==> src/rtl/checker_sched.sv <==
// Round-robin job scheduler that time-shares one checker bank among 1<<ID_W requesters.
// Optional RUN-state watchdog enabled by defining CHECKER_SCHED_TIMEOUT_EN.
module checker_sched #(
    parameter int unsigned ID_W           = 2,
    parameter int unsigned TIMEOUT_CYCLES = 1024,
    parameter int unsigned TO_W           = 16
) (
    input  logic                        sys_clk,
    input  logic                        sys_rst,
    input  logic [(1<<ID_W)-1:0]        req_valid,
    input  logic [2*(1<<ID_W)-1:0]      req_mode,
    input  logic [64*(1<<ID_W)-1:0]     req_addr,
    output logic [(1<<ID_W)-1:0]        req_ack,
    output logic                        rsp_valid,
    output logic [ID_W-1:0]             rsp_id,
    output logic [7:0]                  rsp_ctrl,
    output logic                        rsp_timeout,
    output logic                        busy,
    output logic [1:0]                  cmode,
    output logic [63:0]                 caddr,
    output logic                        cstart,
    input  logic                        cend,
    input  logic [7:0]                  cctrl
);

    localparam int unsigned NREQ = 1 << ID_W;

    // Watchdog must be able to count up to TIMEOUT_CYCLES-1.
    if (TO_W == 0 || TIMEOUT_CYCLES == 0 || $clog2(TIMEOUT_CYCLES) > TO_W) begin : g_cfg_err
        $error("checker_sched: TO_W too narrow for TIMEOUT_CYCLES");
    end

    typedef enum logic [1:0] {
        S_IDLE = 2'd0,
        S_RUN  = 2'd1,
        S_DONE = 2'd2
    } state_t;

    state_t            state_q, state_d;
    logic [ID_W-1:0]   rr_ptr_q, rr_ptr_d;
    logic [ID_W-1:0]   id_q, id_d;
    logic [NREQ-1:0]   req_ack_q, req_ack_d;
    logic              rsp_valid_q, rsp_valid_d;
    logic [ID_W-1:0]   rsp_id_q, rsp_id_d;
    logic [7:0]        rsp_ctrl_q, rsp_ctrl_d;
    logic              busy_q, busy_d;
    logic [1:0]        cmode_q, cmode_d;
    logic [63:0]       caddr_q, caddr_d;
    logic              cstart_q, cstart_d;
`ifdef CHECKER_SCHED_TIMEOUT_EN
    logic              rsp_timeout_q, rsp_timeout_d;
    logic [TO_W-1:0]   wd_cnt_q, wd_cnt_d;
`endif

    logic              found_c;
    logic [ID_W-1:0]   win_c;
    logic [ID_W-1:0]   scan_idx_c;
    logic [1:0]        sel_mode_c;
    logic [63:0]       sel_addr_c;

    // Round-robin pick: first pending requester at or above rr_ptr, wrapping.
    always_comb begin
        found_c    = 1'b0;
        win_c      = '0;
        scan_idx_c = '0;
        sel_mode_c = '0;
        sel_addr_c = '0;
        for (int unsigned k = 0; k < NREQ; k++) begin
            scan_idx_c = rr_ptr_q + ID_W'(k);
            if (!found_c && req_valid[scan_idx_c]) begin
                found_c = 1'b1;
                win_c   = scan_idx_c;
            end
        end
        for (int unsigned i = 0; i < NREQ; i++) begin
            if (win_c == ID_W'(i)) begin
                sel_mode_c = req_mode[2*i +: 2];
                sel_addr_c = req_addr[64*i +: 64];
            end
        end
    end

    // Next-state and output logic.
    always_comb begin
        state_d     = state_q;
        rr_ptr_d    = rr_ptr_q;
        id_d        = id_q;
        req_ack_d   = '0;
        rsp_valid_d = 1'b0;
        rsp_id_d    = rsp_id_q;
        rsp_ctrl_d  = rsp_ctrl_q;
        busy_d      = busy_q;
        cmode_d     = cmode_q;
        caddr_d     = caddr_q;
        cstart_d    = cstart_q;
`ifdef CHECKER_SCHED_TIMEOUT_EN
        rsp_timeout_d = rsp_timeout_q;
        wd_cnt_d      = wd_cnt_q;
`endif
        case (state_q)
            S_IDLE: begin
                if (found_c) begin
                    id_d      = win_c;
                    cmode_d   = sel_mode_c;
                    caddr_d   = sel_addr_c;
                    cstart_d  = 1'b1;
                    req_ack_d = NREQ'(1) << win_c;
                    rr_ptr_d  = win_c + ID_W'(1);
                    busy_d    = 1'b1;
                    state_d   = S_RUN;
`ifdef CHECKER_SCHED_TIMEOUT_EN
                    wd_cnt_d  = '0;
`endif
                end
            end
            S_RUN: begin
                // A real completion always beats a simultaneous watchdog expiry.
                if (cend) begin
                    cstart_d    = 1'b0;
                    rsp_valid_d = 1'b1;
                    rsp_id_d    = id_q;
                    rsp_ctrl_d  = cctrl;
                    state_d     = S_DONE;
`ifdef CHECKER_SCHED_TIMEOUT_EN
                    rsp_timeout_d = 1'b0;
`endif
                end
`ifdef CHECKER_SCHED_TIMEOUT_EN
                else if (wd_cnt_q == TO_W'(TIMEOUT_CYCLES - 1)) begin
                    cstart_d      = 1'b0;
                    rsp_valid_d   = 1'b1;
                    rsp_id_d      = id_q;
                    rsp_ctrl_d    = 8'hFF;
                    rsp_timeout_d = 1'b1;
                    state_d       = S_DONE;
                end else begin
                    wd_cnt_d = wd_cnt_q + TO_W'(1);
                end
`endif
            end
            S_DONE: begin
                busy_d  = 1'b0;
                state_d = S_IDLE;
            end
            default: begin
                busy_d   = 1'b0;
                cstart_d = 1'b0;
                state_d  = S_IDLE;
            end
        endcase
    end

    always_ff @(posedge sys_clk) begin
        if (sys_rst) begin
            state_q     <= S_IDLE;
            rr_ptr_q    <= '0;
            id_q        <= '0;
            req_ack_q   <= '0;
            rsp_valid_q <= 1'b0;
            rsp_id_q    <= '0;
            rsp_ctrl_q  <= '0;
            busy_q      <= 1'b0;
            cmode_q     <= '0;
            caddr_q     <= '0;
            cstart_q    <= 1'b0;
`ifdef CHECKER_SCHED_TIMEOUT_EN
            rsp_timeout_q <= 1'b0;
            wd_cnt_q      <= '0;
`endif
        end else begin
            state_q     <= state_d;
            rr_ptr_q    <= rr_ptr_d;
            id_q        <= id_d;
            req_ack_q   <= req_ack_d;
            rsp_valid_q <= rsp_valid_d;
            rsp_id_q    <= rsp_id_d;
            rsp_ctrl_q  <= rsp_ctrl_d;
            busy_q      <= busy_d;
            cmode_q     <= cmode_d;
            caddr_q     <= caddr_d;
            cstart_q    <= cstart_d;
`ifdef CHECKER_SCHED_TIMEOUT_EN
            rsp_timeout_q <= rsp_timeout_d;
            wd_cnt_q      <= wd_cnt_d;
`endif
        end
    end

    assign req_ack   = req_ack_q;
    assign rsp_valid = rsp_valid_q;
    assign rsp_id    = rsp_id_q;
    assign rsp_ctrl  = rsp_ctrl_q;
    assign busy      = busy_q;
    assign cmode     = cmode_q;
    assign caddr     = caddr_q;
    assign cstart    = cstart_q;
`ifdef CHECKER_SCHED_TIMEOUT_EN
    assign rsp_timeout = rsp_timeout_q;
`else
    assign rsp_timeout = 1'b0;
`endif

endmodule

==> config.mk <==
export PLATFORM = sky130hd
export DESIGN_NAME = checker_sched
export DESIGN_NICKNAME = d
export VERILOG_FILES = /design/src/rtl/checker_sched.sv
export SDC_FILE = /design/constraint.sdc
export NUM_CORES = 1
export LEC_CHECK = 0
export ABC_CLOCK_PERIOD_IN_PS = 2400
export CAP_MARGIN = 20
export CORE_MARGIN = 5
export CORE_UTILIZATION = 34
export DETAILED_ROUTE_END_ITERATION = 8
export GPL_TIMING_DRIVEN = 1
export PLACE_DENSITY = 0.88
export SLEW_MARGIN = 20
export SYNTH_ARGS = -nofsm -noshare
export SYNTH_HDL_FRONTEND = slang
export SYNTH_SLANG_ARGS = --single-unit
==> constraint.sdc <==
create_clock -name sys_clk -period 2.4 [get_ports sys_clk]
set_clock_uncertainty 0.05 [all_clocks]
set_input_delay 0.36 -clock sys_clk [delete_from_list [all_inputs] [get_ports sys_clk]]
set_output_delay 0.36 -clock sys_clk [all_outputs]
set_load 0.01 [all_outputs]
==> run_results.csv, run 1 <==
group,metric,value,unit
run_status,status,"complete, but fails checks",
run_status,violations,"setup timing",
power_and_ir_drop,p_int,4632,uW
final_layout,drive_above_1_share,28.41,%
final_layout,final_cell_mix,"clkdlybuf4s50_1, dfxtp_1, nor2_1, nand3b_1, inv_1",
route,wl_met1,10.02,mm
run,maxCapViolations,0,
place,port_buffers,361,
power_and_ir_drop,ir_drop,0.0003316,V
setup_path,critPathArrivalTime,2.61,ns
timing,finalMaxSlewViolations,0,
timing,min_period,2.426,ns
synthesis,synth.avg_cell_area,8.325,um2
power_and_ir_drop,p_total,7301,uW
synthesis,synth_compound_area_share,29.70,%
global_route,grt_pass1_wl,38.14,mm
place,place_congestion,0.8463,
power_and_ir_drop,p_seq_share,24.7,%
route,wl_met3,2.243,mm
timing,hold_viol,0,
synthesis,synth_area,0.005911,mm2
synthesis,ys_seq_area_share,30.14,%
floorplanning,fp.dieH,141.9,um
clock_tree,cts_tree,"done",
floorplanning,start_util,34.41,%
clock_tree,cts_buffers,9,
route,routedWlPerCell,20.94,um
hold_path,hp-class,"reg -> reg",
synthesis,synth_top_family_by_area,"compound AO/OA/AOI/OAI gates",
final_layout,fin_area,0.01146,mm2
route,first_pass_iters,5,
final_layout,area_growth,93.88,%
route,num_vias,7179,
place,pre_cts_ws,-0.5717,ns
place,post_dp_cell_area,0.01006,mm2
place,dp_hpwl,17.66,mm
power_and_ir_drop,switching_power,2669,uW
clock_tree,clk_latency,0.35,ns
clock_tree,h-tree-depth,3,
setup_path,cp-start-kind,"input pin",
synthesis,synth-simple-area-share,27.65,%
setup_path,worstSetupPathType,"in -> reg",
route,vias_per_cell,5.476,
global_route,grt_antenna_before_repair,2,
floorplanning,fp.dieW,141.9,um
timing,fmaxAchievable,0.4123,GHz
clock_tree,numClockSinks,89,
setup_path,crit_required,2.58,ns
power_and_ir_drop,p_per_area,637.1,mW/mm2
timing,setup_ws,-0.02565,ns
final_layout,final_common_cell,"clkdlybuf4s50_1",
route,drt_wl_total,27.45,mm
synthesis,synth_fa_ha_area_share,0.8467,%
power_and_ir_drop,power.leakage,0.004186,uW
synthesis,synthMuxAreaShare,0,%
timing,finalSetupViolCount,1,
clock_tree,clk_path_buf_depth,2,
setup_path,worst_setup_path_end_kind,"flip-flop",
setup_path,cp_max_fo,37,
synthesis,ys_seq_elements,89,
synthesis,synthesis.nets,993,
synthesis,synthCells,710,
floorplanning,ios,363,
synthesis,synth_cell_type_count,31,
synthesis,yosys_warnings,0,
final_layout,final_nets,1362,
clock_tree,root_buffer,"clkbuf_16",
timing,setup-tns-final,-0.02565,ns
floorplanning,die_area,0.02012,mm2
power_and_ir_drop,pwr-share-comb,54.7,%
clock_tree,hold_buffers,0,
timing,rsz0062_at_grt,"yes",
timing,slew_headroom,66.25,%
synthesis,synthXorXnorAreaFrac,0,%
global_route,grt_max_degree,45,
clock_tree,clk_pin_slew_worst_paths,0.08,ns
power_and_ir_drop,switching_share,36.56,%
route,drtAntennaViolNets,0,
global_route,grt_pass1_vias,7094,
floorplanning,rows,48,
global_route,grt-ovfl-total,0,
power_and_ir_drop,pwr-share-clk,20.6,%
timing,post-route-period-util,101.1,%
timing,tightest_slew,0.5062,ns
route,drt-initial-drc-count,360,
global_route,track_usage,24.03,%
floorplanning,core,0.01718,mm2
route,wl_met2,14.04,mm
route,drc,0,
route,route.top_layer_used,"met4",
-- cell families after synthesis --
| family | after synthesis |
|---|---|
| other cells | 1 |
| compound gates | 221 |
| simple gates | 247 |
| flops | 89 |
| fa+ha+maj | 4 |
| buf+inv | 148 |
-- critical path, cell delays in order --
cell and delay (ns):
dlygate4sd2_1 0.25, nor2b_2 0.16, or3b_4 0.39, a21oi_4 0.23
inv_2 0.09, ha_4 0.20, buf_12 0.13, buf_16 0.19
a21oi_1 0.20, a221oi_2 0.09, a211oi_2 0.21, nor3_2 0.08
-- Yosys cell counts --
library cell | number | area, um2
or2_1 | 1 | 6.260
nor3_2 | 64 | 640.6
nor3_1 | 5 | 25.02
a221oi_1 | 66 | 578.1
a211oi_2 | 40 | 500.5
clkbuf_1 | 45 | 168.9
a21oi_1 | 81 | 405.4
nor2b_1 | 2 | 12.51
dfxtp_1 | 89 | 1782
nor2_1 | 75 | 281.5
buf_12 | 2 | 40.04
inv_1 | 67 | 251.5
ha_1 | 4 | 50.05
nand2b_1 | 4 | 25.02
nand3b_1 | 68 | 510.5
buf_2 | 24 | 120.1
o31ai_1 | 1 | 7.510
buf_6 | 2 | 22.52
o21ai_0 | 2 | 10.01
a211oi_1 | 28 | 210.2
buf_4 | 2 | 15.01
conb_1 | 1 | 3.750
nand2_1 | 24 | 90.09
nor4_4 | 1 | 21.27
a21oi_2 | 1 | 8.760
nor4_1 | 2 | 12.51
o32ai_4 | 1 | 27.53
inv_2 | 2 | 7.510
a21o_1 | 1 | 7.510
or3b_1 | 1 | 8.760
buf_8 | 4 | 60.06
-- routing by layer --
layer,vias up,GRT usage [%]
met2,360,42.64
met1,3424,26.98
li1,3316,-
met3,79,6.100
met5,-,0
met4,0,10.86
-- registers in the layout, indices dropped and copies added (netlist names) --
register / count
rsp_ctrl: 8
cstart: 1
rsp_id: 2
caddr: 64
rsp_valid: 1
req_ack: 4
id_q: 2
rr_ptr_q: 2
busy: 1
cmode: 2
state_q: 2
-- repair_timing --
item                                   in CTS  in global routing
gates cloned                               10                  3
setup buffers                               8                  5
setup endpoints to repair                  66                 66
resized for setup                          25                100
endpoints found under the hold margin       0                  0
pin swaps                                   8                 38
-- per-stage QoR --
step           hold slack [ns]  cells  util (%)
3_5_place_dp            0.3984   1269     58.54
3_3_place_gp            0.3915   1269     58.54
5_1_grt                 0.4243   1311     66.72
4_1_cts                 0.4067   1303     63.37
6_report                0.4063   1311     66.72
2_1_floorplan           0.3819    710         -
-- power by group through the flow --
stage	Combinational [uW]	Sequential (uW)	Clock (uW)
floorplan	1620	1920	0
global placement	3090	1820	0
detailed placement	3160	1830	0
CTS	3570	1800	1520
global route	4220	1830	1600
finish	3990	1800	1510
-- path summary, 6_finish.rpt --
path / startpoint / end / slack (ns) / depth (start not counted)
worst min register to register: rsp_ctrl[0] / rsp_ctrl[0] / 0.41 / 2
worst max-delay path: req_valid[0] / caddr[57] / -0.03 / 12
worst max register to register: rr_ptr_q[0] / caddr[57] / 0 / 11
worst min-delay path: rsp_ctrl[0] / rsp_ctrl[0] / 0.41 / 2
-- area by class of cell --
type | count | area, um2
Multi-Input combinational cell | 473 | 4076
Fill cell | 1283 | 5717
Clock buffer | 10 | 229.0
Antenna cell | 2 | 5.005
Timing Repair Buffer | 437 | 4752
Tap cell | 225 | 281.5
Sequential cell | 89 | 1783
Clock inverter | 6 | 73.82
Inverter | 69 | 259.0
No activity file was read; power rests on OpenSTA's default activity.
==> run 2: changes to the inputs <==
- CORE_ASPECT_RATIO: not set -> 0.7
- CORE_MARGIN: 5 -> 2
- SKIP_CTS_REPAIR_TIMING: not set -> 1
==> run 2 against run 1 <==
The run still ends with setup timing left. Register-to-register slack worse by 0.03 ns. Non-clock buffer count is 6 lower. Sequential share of layout area is 0.48 points higher. Cell count is 0.15% lower. Wire length is 9.1% lower. Flip-flop and latch count stayed put. Power is 3.0% lower. Critical path depth is 2 lower. Fmax is 0.41% lower. Critical endpoint is now caddr[17]. Largest cell class unchanged. Largest power group unchanged.
==> run_results.csv, run 2 (synthesis results as in run 1) <==
group,metric,value,unit
place,post_dp_cell_area,0.01010,mm2
clock_tree,cts_tree,"done",
route,first_pass_iters,5,
route,num_vias,6978,
route,routedWlPerCell,19.07,um
final_layout,area_growth,88.38,%
route,drt_wl_total,24.96,mm
setup_path,crit_required,2.62,ns
run_status,status,"complete, but fails checks",
floorplanning,core,0.01707,mm2
clock_tree,clk_latency,0.34,ns
timing,rsz0062_at_grt,"yes",
timing,min_period,2.436,ns
setup_path,critPathArrivalTime,2.65,ns
final_layout,n_antenna_cell,0,
global_route,track_usage,24.01,%
global_route,grt_pass1_vias,6866,
timing,slew_headroom,54.64,%
setup_path,rrSetupSlack,-0.03,ns
global_route,grt-ovfl-total,0,
run,maxCapViolations,0,
global_route,grt_antenna_before_repair,0,
setup_path,cp-start-kind,"input pin",
timing,setup-tns-final,-0.1213,ns
power_and_ir_drop,ir_drop,0.0003773,V
clock_tree,numClockSinks,89,
floorplanning,fp.dieW,161.6,um
timing,post-route-period-util,101.5,%
route,drtAntennaViolNets,0,
timing,finalSetupViolCount,6,
setup_path,r2r_end,"caddr[47]",
hold_path,holdPathEnd,"cstart",
setup_path,ff2ff_path_depth,11,
setup_path,rr_startpoint,"rr_ptr_q[0]",
hold_path,min_path_cells,2,
final_layout,largest_reg_flops,64,
floorplanning,fp.dieH,114.3,um
route,drc,0,
power_and_ir_drop,power.leakage,0.004095,uW
clock_tree,clk_pin_slew_worst_paths,0.07,ns
final_layout,fin_area,0.01113,mm2
power_and_ir_drop,p_total,7081,uW
timing,setup_ws,-0.03566,ns
route,vias_per_cell,5.331,
floorplanning,rows,40,
global_route,grt_pass1_wl,35.26,mm
global_route,grt_max_degree,49,
floorplanning,ios,363,
place,port_buffers,361,
timing,fmaxAchievable,0.4106,GHz
final_layout,final_nets,1356,
timing,tightest_slew,0.6805,ns
timing,finalMaxSlewViolations,0,
setup_path,worstSetupPathType,"in -> reg",
clock_tree,clk_path_buf_depth,2,
final_layout,final_common_cell,"clkdlybuf4s50_1",
final_layout,drive_above_1_share,26.44,%
clock_tree,h-tree-depth,3,
clock_tree,root_buffer,"clkbuf_16",
final_layout,final_cell_mix,"clkdlybuf4s50_1, dfxtp_1, nor2_1, nand3b_1, inv_1",
floorplanning,start_util,34.63,%
setup_path,worst_setup_path_end_kind,"flip-flop",
floorplanning,die_area,0.01847,mm2
power_and_ir_drop,p_per_area,635.9,mW/mm2
run_status,violations,"setup timing",
setup_path,cp_max_fo,11,
place,place_congestion,0.8389,
hold_path,hp-start,"cstart",
place,dp_hpwl,17.39,mm
timing,hold_viol,0,
route,drt-initial-drc-count,504,
hold_path,hp-class,"reg -> reg",
clock_tree,cts_buffers,9,
## run 2: power by group
group	leakage [uW]	internal, uW	switching (uW)
registers	0.000737	1690	117
logic	0.00319	1930	1720
clock network	0.000169	999	616
## run 2: how the worst max path moves through the flow
stage,startpoint,end,slack (ns),cells past startpoint
CTS,req_valid[2],caddr[31],-0.24,12
finish,req_valid[3],caddr[17],-0.04,10
global route,rr_ptr_q[0],caddr[17],-0.13,10
floorplan,req_valid[0],cmode[0],0.0005,12
global placement,req_valid[2],caddr[29],-0.46,12
detailed placement,req_valid[2],caddr[31],-0.61,12
## run 2: area by class of cell
type	instances	area (um2)
clock inverter	4	73.82
clock buffer	12	266.5
timing repair buffer	431	4471
inverter	69	259.0
fill	1361	5932
multi-input combinational	473	3990
tap	231	289.0
sequential	89	1785
## run 2: worst max-delay path, stage by stage
cell	delay (ns)
clkdlybuf4s50_1	0.45
buf_4	0.17
o32ai_4	0.29
buf_4	0.20
ha_4	0.26
buf_4	0.22
a21oi_1	0.09
a221oi_1	0.36
a211oi_2	0.08
nor3_2	0.15
## run 2: routing by layer
layer	GRT usage, %	part of all wire, %	vias up
li1	-	-	3298
met1	27.69	40	3330
met2	42.96	51	305
met3	6.918	6.9	45
met4	7.976	2.5	0
met5	0	0	-
## run 2: per-stage QoR
| step | hold slack [ns] | utilization, % | instances | setup WS, ns |
|---|---|---|---|---|
| floorplan | 0.3819 | - | 710 | 0.0005185 |
| global placement | 0.3913 | 59.20 | 1282 | -0.4638 |
| detailed placement | 0.3957 | 59.20 | 1282 | -0.6079 |
| CTS | 0.4056 | 61.20 | 1298 | -0.2448 |
| global route | 0.4342 | 65.24 | 1309 | -0.1329 |
| finish | 0.4032 | 65.24 | 1309 | -0.03566 |
==> run 3: changes to the inputs <==
- HOLD_SLACK_MARGIN: not set -> 0.08
==> results of run 3 <==
Final layout, timing and power as in run 2 (identical DEF).
